==> config.mk <==
export PLATFORM = sky130hd
export DESIGN_NAME = ebr_byte_reader
export DESIGN_NICKNAME = d
export VERILOG_FILES = /design/src/rtl/ebr_byte_reader.sv
export SDC_FILE = /design/constraint.sdc
export NUM_CORES = 2
export LEC_CHECK = 0
export ABC_AREA = 1
export CORE_ASPECT_RATIO = 1.1
export CORE_UTILIZATION = 55
export CTS_BUF_LIST = sky130_fd_sc_hd__clkbuf_8
export DETAILED_ROUTE_END_ITERATION = 12
export PLACE_DENSITY = 0.71
export SYNTH_ARGS = -nofsm -noshare
export SYNTH_HDL_FRONTEND = slang
export SYNTH_SLANG_ARGS = --single-unit
==> constraint.sdc <==
create_clock -name clk -period 3.65 [get_ports clk]
set_input_delay 0.5475 -clock clk [delete_from_list [all_inputs] [get_ports clk]]
set_output_delay 0.5475 -clock clk [all_outputs]
set_load 0.02 [all_outputs]
==> src/rtl/ebr_byte_reader.sv <==
// ebr_byte_reader: word buffer streamed out as a little-endian byte frame with ready/valid handshake
module ebr_byte_reader #(
    parameter int DEPTH      = 64,
    parameter int ADDR_WIDTH = $clog2(DEPTH),
    parameter int LEN_WIDTH  = $clog2(DEPTH * 4) + 1
) (
    input  logic                  clk,
    input  logic                  rst,
    input  logic                  wr_en,
    input  logic [ADDR_WIDTH-1:0] wr_addr,
    input  logic [31:0]           wr_data,
    input  logic                  start,
    input  logic [ADDR_WIDTH-1:0] start_addr,
    input  logic [LEN_WIDTH-1:0]  start_len,
    output logic                  busy,
    output logic                  out_valid,
    output logic [7:0]            out_data,
    output logic                  out_last,
    input  logic                  out_ready
);
    typedef enum logic [1:0] {IDLE, FETCH, SEND} state_t;

    logic [31:0]           mem [DEPTH];
    logic [31:0]           rd_q;
    logic                  rd_en;
    logic [ADDR_WIDTH-1:0] rd_addr;
    state_t                state_q, state_d;
    logic [ADDR_WIDTH-1:0] addr_q, addr_d;
    logic [LEN_WIDTH-1:0]  rem_q, rem_d;
    logic [1:0]            byte_q, byte_d;
    logic [31:0]           sh_q, sh_d;
    logic                  busy_q, busy_d;
    logic                  valid_q, valid_d;
    logic                  last_q, last_d;
    logic                  hs;

    function automatic logic [ADDR_WIDTH-1:0] inc(input logic [ADDR_WIDTH-1:0] a);
        return (a == ADDR_WIDTH'(DEPTH - 1)) ? '0 : a + ADDR_WIDTH'(1);
    endfunction

    assign hs        = valid_q && out_ready;
    assign busy      = busy_q;
    assign out_valid = valid_q;
    assign out_last  = last_q;
    assign out_data  = sh_q[7:0];

    // Buffer: write-anytime port plus a registered read port (read-before-write on collision)
    always_ff @(posedge clk) begin
        if (wr_en) mem[wr_addr] <= wr_data;
        if (rd_en) rd_q <= mem[rd_addr];
    end

    // Next-state: addr_q always points at the word to prefetch next, rd_q holds the prefetched word
    always_comb begin
        state_d = state_q;
        addr_d  = addr_q;
        rem_d   = rem_q;
        byte_d  = byte_q;
        sh_d    = sh_q;
        busy_d  = busy_q;
        valid_d = valid_q;
        last_d  = last_q;
        rd_en   = 1'b0;
        rd_addr = addr_q;
        case (state_q)
            IDLE: if (start && start_len != '0) begin
                state_d = FETCH;
                rd_en   = 1'b1;
                rd_addr = start_addr;
                addr_d  = inc(start_addr);
                rem_d   = start_len;
                busy_d  = 1'b1;
            end
            FETCH: begin
                state_d = SEND;
                sh_d    = rd_q;
                byte_d  = 2'd0;
                valid_d = 1'b1;
                last_d  = rem_q == LEN_WIDTH'(1);
                rd_en   = 1'b1;
                addr_d  = inc(addr_q);
            end
            SEND: if (hs) begin
                rem_d  = rem_q - LEN_WIDTH'(1);
                last_d = rem_q == LEN_WIDTH'(2);
                if (rem_q == LEN_WIDTH'(1)) begin
                    state_d = IDLE;
                    busy_d  = 1'b0;
                    valid_d = 1'b0;
                    last_d  = 1'b0;
                end else if (byte_q == 2'd3) begin
                    sh_d   = rd_q;
                    byte_d = 2'd0;
                    rd_en  = 1'b1;
                    addr_d = inc(addr_q);
                end else begin
                    sh_d   = {8'h00, sh_q[31:8]};
                    byte_d = byte_q + 2'd1;
                end
            end
            default: state_d = IDLE;
        endcase
    end

    // State and registered outputs; reset aborts any frame but leaves the buffer intact
    always_ff @(posedge clk) begin
        if (rst) begin
            state_q <= IDLE;
            addr_q  <= '0;
            rem_q   <= '0;
            byte_q  <= '0;
            sh_q    <= '0;
            busy_q  <= 1'b0;
            valid_q <= 1'b0;
            last_q  <= 1'b0;
        end else begin
            state_q <= state_d;
            addr_q  <= addr_d;
            rem_q   <= rem_d;
            byte_q  <= byte_d;
            sh_q    <= sh_d;
            busy_q  <= busy_d;
            valid_q <= valid_d;
            last_q  <= last_d;
        end
    end
endmodule
Yosys cells after proc, flatten, opt, wreduce, memory -nomap -nowiden
Memories as Yosys holds them, arrays and structs flattened. A register that Yosys moved wholly into a read port is not among the register bits. Index checks and enable logic that the tools add are counted.

Memories kept: 1. Input bits: 58. Bits in latches: 0. Register bits: 54. Output and inout bits: 11. Bits in writable memories: 2048. Bits in read-only memories: 0. Word-level logic and storage cells: 78.

Memories: mem (depth 64, width 32, read ports 1, clocked after Yosys merged registers in 1, write ports 1, line 23) `logic [31:0] mem [DEPTH];`.

Muxes and demuxes: 39. Shift-type cells: 0. Magnitude comparators: 0. Multiply operators: 0. Equal/unequal tests: 12. Divide/modulo/power cells: 0. $add $sub $neg: 4. Bitwise gates (word level): 0. Reduce and logical (&&, ||, !) cells: 14.

Operator list (number): two-way mux 32 bit (3); case mux 32 bit (2 select lines) (1); two-way mux 6 bit (8); two-way mux 9 bit (2); case mux 6 bit (3 select lines) (1); case mux 9 bit (2 select lines) (1); adder 6 x 1 -> 6 bit, second input constant (2); == test 6 bit, second input constant (2); two-way mux 2 bit (6); AND reduction 3 bit (4); two-way mux 1 bit (11); != test 2 bit, second input constant (5); == test 9 x 1 -> 1 bit, second input constant (1); == test 9 x 2 -> 1 bit, second input constant (1); nonzero test 9 bit (1); subtractor 9 x 1 -> 9 bit, second input constant (1); case mux 1 bit (2 select lines) (3); case mux 2 bit (3 select lines) (1); AND reduction 5 bit (1); == test 2 bit, second input constant (2); case mux 2 bit (2 select lines) (1); AND reduction 4 bit (1); nonzero test 2 bit (2); case mux 1 bit (3 select lines) (1); 6 further kinds (7).

Depth between registers and ports, before layout
Depth in word-level cells: 6. Depth in mapped cells: 18. Gate-level depth less buffers: 15.

Worst setup path after synthesis
No wires, ideal clock.

Path type: input to register. Start point: input port start_len[2]. End point: register rd_q[0] (read register of mem) (enable). Stages: 5. Slack: 642 ps. Setup time: 432 ps. Buffers on the path: 0. Arrival time: 2576 ps. Path through: nor2_1 -> and2_1 -> nand2_2 -> nand3_4 -> a21oi_1.

Cells in the longest elaborated chain, start to end: 4. Elaborated cells between the ends (all ways): 6. Classes of those cells: mux: 4; reduce/logical: 2.

RTL lines: from (decl) (line 14) `input logic [LEN_WIDTH-1:0] start_len,`; nonzero test 9 bit (line 66) `IDLE: if (start && start_len != '0) begin`; logical AND 1 bit (line 66); two-way mux 1 bit (line 66); case mux 1 bit (3 select lines) (line 65) `case (state_q)`; via rd_en (line 25) `logic rd_en;`; to (decl) (line 24) `logic [31:0] rd_q;`.

The timed path passes the listed nets, and every way through them passes these cells. A chain may end at the register's enable or synchronous reset.

Worst setup path after layout
Start point: register state_q[1]. End point: register rd_q[1] (read register of mem), data pin.

Cells in the longest elaborated chain, start to end: 2. Elaborated cells between the ends (all ways): 5. Classes of those cells: eq/ne: 2; mux: 2; reduce/logical: 1.

RTL lines: from (decl) (line 27) `state_t state_q, state_d;`; from (signal assigned) (line 117) `state_q <= state_d;`; == test 2 bit, or another cell as far along (line 65); case mux 1 bit (3 select lines) / two-way mux 6 bit (equally long branches) (line 65).

Parallel ways exist; a longest one is shown, timed or not.

==> out/qor.txt <==
POWER AND IR DROP
---------------------------------------------------------------------------
Cell leakage power ...........................................      45.4 nW
Power share of the clock group ...............................        24.9%
Switching portion of total power .............................        37.1%
Power per standard cell area .................................  688 mW/mm^2
Sequential share of power ....................................        38.4%
Total chip power .............................................      73.1 mW
Gate power share .............................................        36.6%
Net switching power of the design ............................      27.1 mW
Worst voltage drop across the vdd grid .......................       548 uV
Int Pwr ......................................................      46.0 mW

FINISH
---------------------------------------------------------------------------
Post-route non-filler standard cell count ....................        12000
Multi-input gate area in the final layout .................... 0.0204 sq mm
Leading cell type in the layout, fill and taps excluded ......      nand2_1
Combined flip-flop and latch cell area ....................... 0.0635 sq mm
Commonest cells after routing, fill and taps aside ........... nand2_1 (2241), edfxtp_1 (2080), inv_1 (2043)
Net count of the finished layout .............................         9576
Proportion of layout cells with a drive suffix above 1 .......        10.4%
Number of filler instances in the final layout ...............        12600
Area growth syn-to-layout ....................................        14.3%

DETAILED ROUTING
---------------------------------------------------------------------------
Residual DRC count ...........................................            0
First drt pass iteration count ...............................            6
Routed length per instance ................................... 22.4 microns
Via count of the routed design ...............................        67100
Post-route ant nets ..........................................            0
Drt initial violations .......................................         8170
Total wirelength of the detailed-routed design ...............       268 mm
Via density per instance .....................................         5.61

GRT
---------------------------------------------------------------------------
Total Routing Usage GR .......................................        31.4%
First-pass GRT wire length ...................................       396 mm
Number of global-route vias before repair ....................        64400
Initial antenna violation count ..............................           12
Maximum number of pins on one net before global-route repair .           65
GRT Residual Overflow ........................................            0

SYNTHESIS
---------------------------------------------------------------------------
Synth Warn # .................................................            0
Top post-synthesis cells by area ............................. edfxtp_1 (67%), nand3_1 (11%), nand2_1 (9.1%)
FFs w/ async S/R, synth ......................................           0%
Syn Area/Cell ................................................   10.3 sq um
Yosys top cell area share ....................................        67.2%
FF+latch count, synth ........................................         2134
Count of mapped cells out of synthesis .......................         9056
Cell type with the largest total area after synthesis ........     edfxtp_1
Number of nets in the synthesized netlist ....................         9124
Total standard cell area after synthesis ..................... 0.0930 sq mm
Post-synth EDFFs .............................................         2080
Sequential element share of the synthesized area .............        68.3%
Number of distinct library cells after synthesis .............           33
Most instantiated flip-flop cell in the synthesis netlist ....     edfxtp_1

CLOCK TREE
---------------------------------------------------------------------------
Maximum count of clock buffers along a single path ...........            4
Number of clock sinks seen by CTS ............................         2134
Number of buffers inserted to repair setup after CTS .........            0
Clock root cell ..............................................     clkbuf_8
Number of buffers created by CTS .............................          339
Clock tree from TritonCTS ....................................         done
Number of H-tree levels ......................................            5
Clock-pin slew on the worst setup and hold paths .............      0.06 ns
Post-cts gate resize count ...................................            0
Worst-skew pair later-pin latency ............................      1.08 ns
Hold_buf cts .................................................            7

TIMING
---------------------------------------------------------------------------
Final Slew Violations ........................................            0
Actual transition at the worst max-transition pin ............      1.28 ns
Final cycle utilization of the critical path .................        91.4%
Worst relative slew slack ....................................        14.8%
Endpoints failing setup ......................................            0
Unrepaired setup endpoints after global routing ..............           no
Final min period .............................................      3.34 ns
Clock skew ...................................................    0.0627 ns
FMAX .........................................................      300 MHz
Final hold violation count ...................................            0

PLACED DESIGN
---------------------------------------------------------------------------
Final weighted congestion in routability-driven placement ....        0.883
Number of port buffers .......................................           68
Hpwl dp ......................................................       157 mm
Placed Instances .............................................        11400

SETUP PATH
---------------------------------------------------------------------------
Reg2Reg Launch Point ......................................... state_q[1]$_SDFFE_PP0P_
Startpoint class of the critical path ........................         flop
Worst-case reg-to-reg path depth .............................           13
Type of the worst setup path .................................   reg -> reg
Most frequent CP cell ........................................      nand3_1
Max Fanout on Critical Path ..................................           14
Crit path arrival time .......................................      4.23 ns
Critical Path Sink Type ......................................         flop
Critical path required time ..................................      4.55 ns
Largest stage delay on the critical path .....................      0.46 ns
Flop-to-flop setup slack .....................................      0.31 ns
Master of the slowest instance on the critical path ..........      o21ai_4
Source of the critical timing path ........................... state_q[1]$_SDFFE_PP0P_
CP Cell Sequence ............................................. inv_1, ha_1, nand3_4, o21ai_4, buf_4, buf_4, buf_12, nand3_1, nand3_1, nand3_1, nand3_1, nand3_1, nand2_1
Capturing point of the worst reg2reg path .................... rd_q[1]$_DFFE_PP_

FLOORPLANNING
---------------------------------------------------------------------------
Die Span Y ...................................................  433 microns
Initial core utilization .....................................        55.6%
Total Die Area ...............................................  0.171 sq mm
Die Wd .......................................................  394 microns
Std cell rows ................................................          157
Floorplan Core Area ..........................................  0.167 sq mm
Ports ........................................................           69

HOLD PATH
---------------------------------------------------------------------------
Class of the tightest hold or removal check ..................    in -> reg
Hold Crit Endpoint ........................................... mem[34][2]$_DFFE_PP_
Hold-critical path depth .....................................            1
Worst hold start .............................................   wr_data[2]

RUN STATUS
---------------------------------------------------------------------------
Run status ................................................... finished clean

JOB
---------------------------------------------------------------------------
Number of max-cap violations .................................            0

-- state kept, by name, summed over array words and instances, names as in the netlist --
signal     cells
addr_q         6
out_valid      1
sh_q          32
rd_q          32
rem_q          9
out_last       1
byte_q         2
mem         2048
state_q        2
busy           1
-- power by group through the flow --
stage | Combinational (mW) | Clock (mW) | Sequential [mW]
floorplan | 14.6 | 0 | 28.3
global placement | 25.7 | 0 | 28.6
detailed placement | 26.1 | 0 | 28.6
CTS | 26.2 | 18.4 | 28.1
global route | 28.6 | 19.4 | 28.1
finish | 26.8 | 18.2 | 28.1
-- cell type report --
class                           instances  area share (%)
Antenna cell                            7          0.0165
Clock buffer                          348            4.51
Multi-Input combinational cell       4501            19.2
Timing Repair Buffer                  588            6.03
Clock inverter                        228           0.972
Tap cell                             2226            2.62
Inverter                             1944            6.88
Sequential cell                      2134            59.8
-- stage by stage --
stage                     hold WS (ns)  util (%)  instance area, sq um  setup WS [ns]  setup TNS (ns)
final                           0.0925      63.6                106000          0.312               0
after global routing            0.0810      63.6                106000          0.236               0
after CTS                      0.00699      63.6                106000          0.344               0
after detailed placement         0.445      60.1                100000         -0.227           -1.04
after global placement           0.441      60.1                100000         -0.195          -0.557
after floorplan                  0.430         -                 93000          0.642               0
-- critical path, delay by kind of cell, from the launching register on --
| kind | cells | cell delay, ns |
|---|---|---|
| flip-flops | 1 | 0.34 |
| adder cells (fa/ha/maj) | 1 | 0.33 |
| AND/OR/NAND/NOR | 7 | 1.02 |
| AO/OA/AOI/OAI | 1 | 0.46 |
| buffers and inverters | 4 | 1.00 |
-- cells by family after synthesis --
| kind of cell | Yosys count | share of synthesized area [%] |
|---|---|---|
| AO/OA/AOI/OAI | 127 | 0.780 |
| AND/OR/NAND/NOR | 4358 | 20.4 |
| adder cells (fa/ha/maj) | 10 | 0.135 |
| XOR/XNOR | 6 | 0.0565 |
| buffers and inverters | 2421 | 10.3 |
| flip-flops | 2134 | 68.3 |
-- Yosys cell counts (2+ instances only) --
cell	count
o21ai_0	49
a211oi_1	11
ha_1	10
buf_2	350
xor2_1	6
o21ai_2	2
o21ai_1	2
nor2_1	87
a21oi_1	26
a221oi_1	2
a31oi_1	32
o22ai_1	2
clkbuf_1	71
inv_2	4
edfxtp_1	2080
inv_1	1939
nand2_2	4
nand3_1	2007
nand4_1	10
dfxtp_1	54
buf_4	18
nor3_1	2
nand2_1	2242
buf_1	37
-- per-layer routing --
layer | wire length [microns] | track usage [%] | vias up
li1 | - | - | 30300
met3 | 30500 | 5.78 | 845
met5 | 47 | 0 | -
met2 | 125000 | 50.4 | 4050
met4 | 15500 | 17.4 | 10
met1 | 96800 | 40.5 | 31900
-- worst max-delay path by stage --
stage	endpoint	slack [ns]	cells past startpoint
3_5_place_dp	rd_q[25]$_DFFE_PP_	-0.23	18
6_report	rd_q[1]$_DFFE_PP_	0.31	13
5_1_grt	rd_q[1]$_DFFE_PP_	0.24	13
4_1_cts	rd_q[25]$_DFFE_PP_	0.34	14
3_3_place_gp	rd_q[9]$_DFFE_PP_	-0.20	15
2_1_floorplan	rd_q[0]$_DFFE_PP_	0.64	5
No activity file was read; power rests on OpenSTA's default activity.
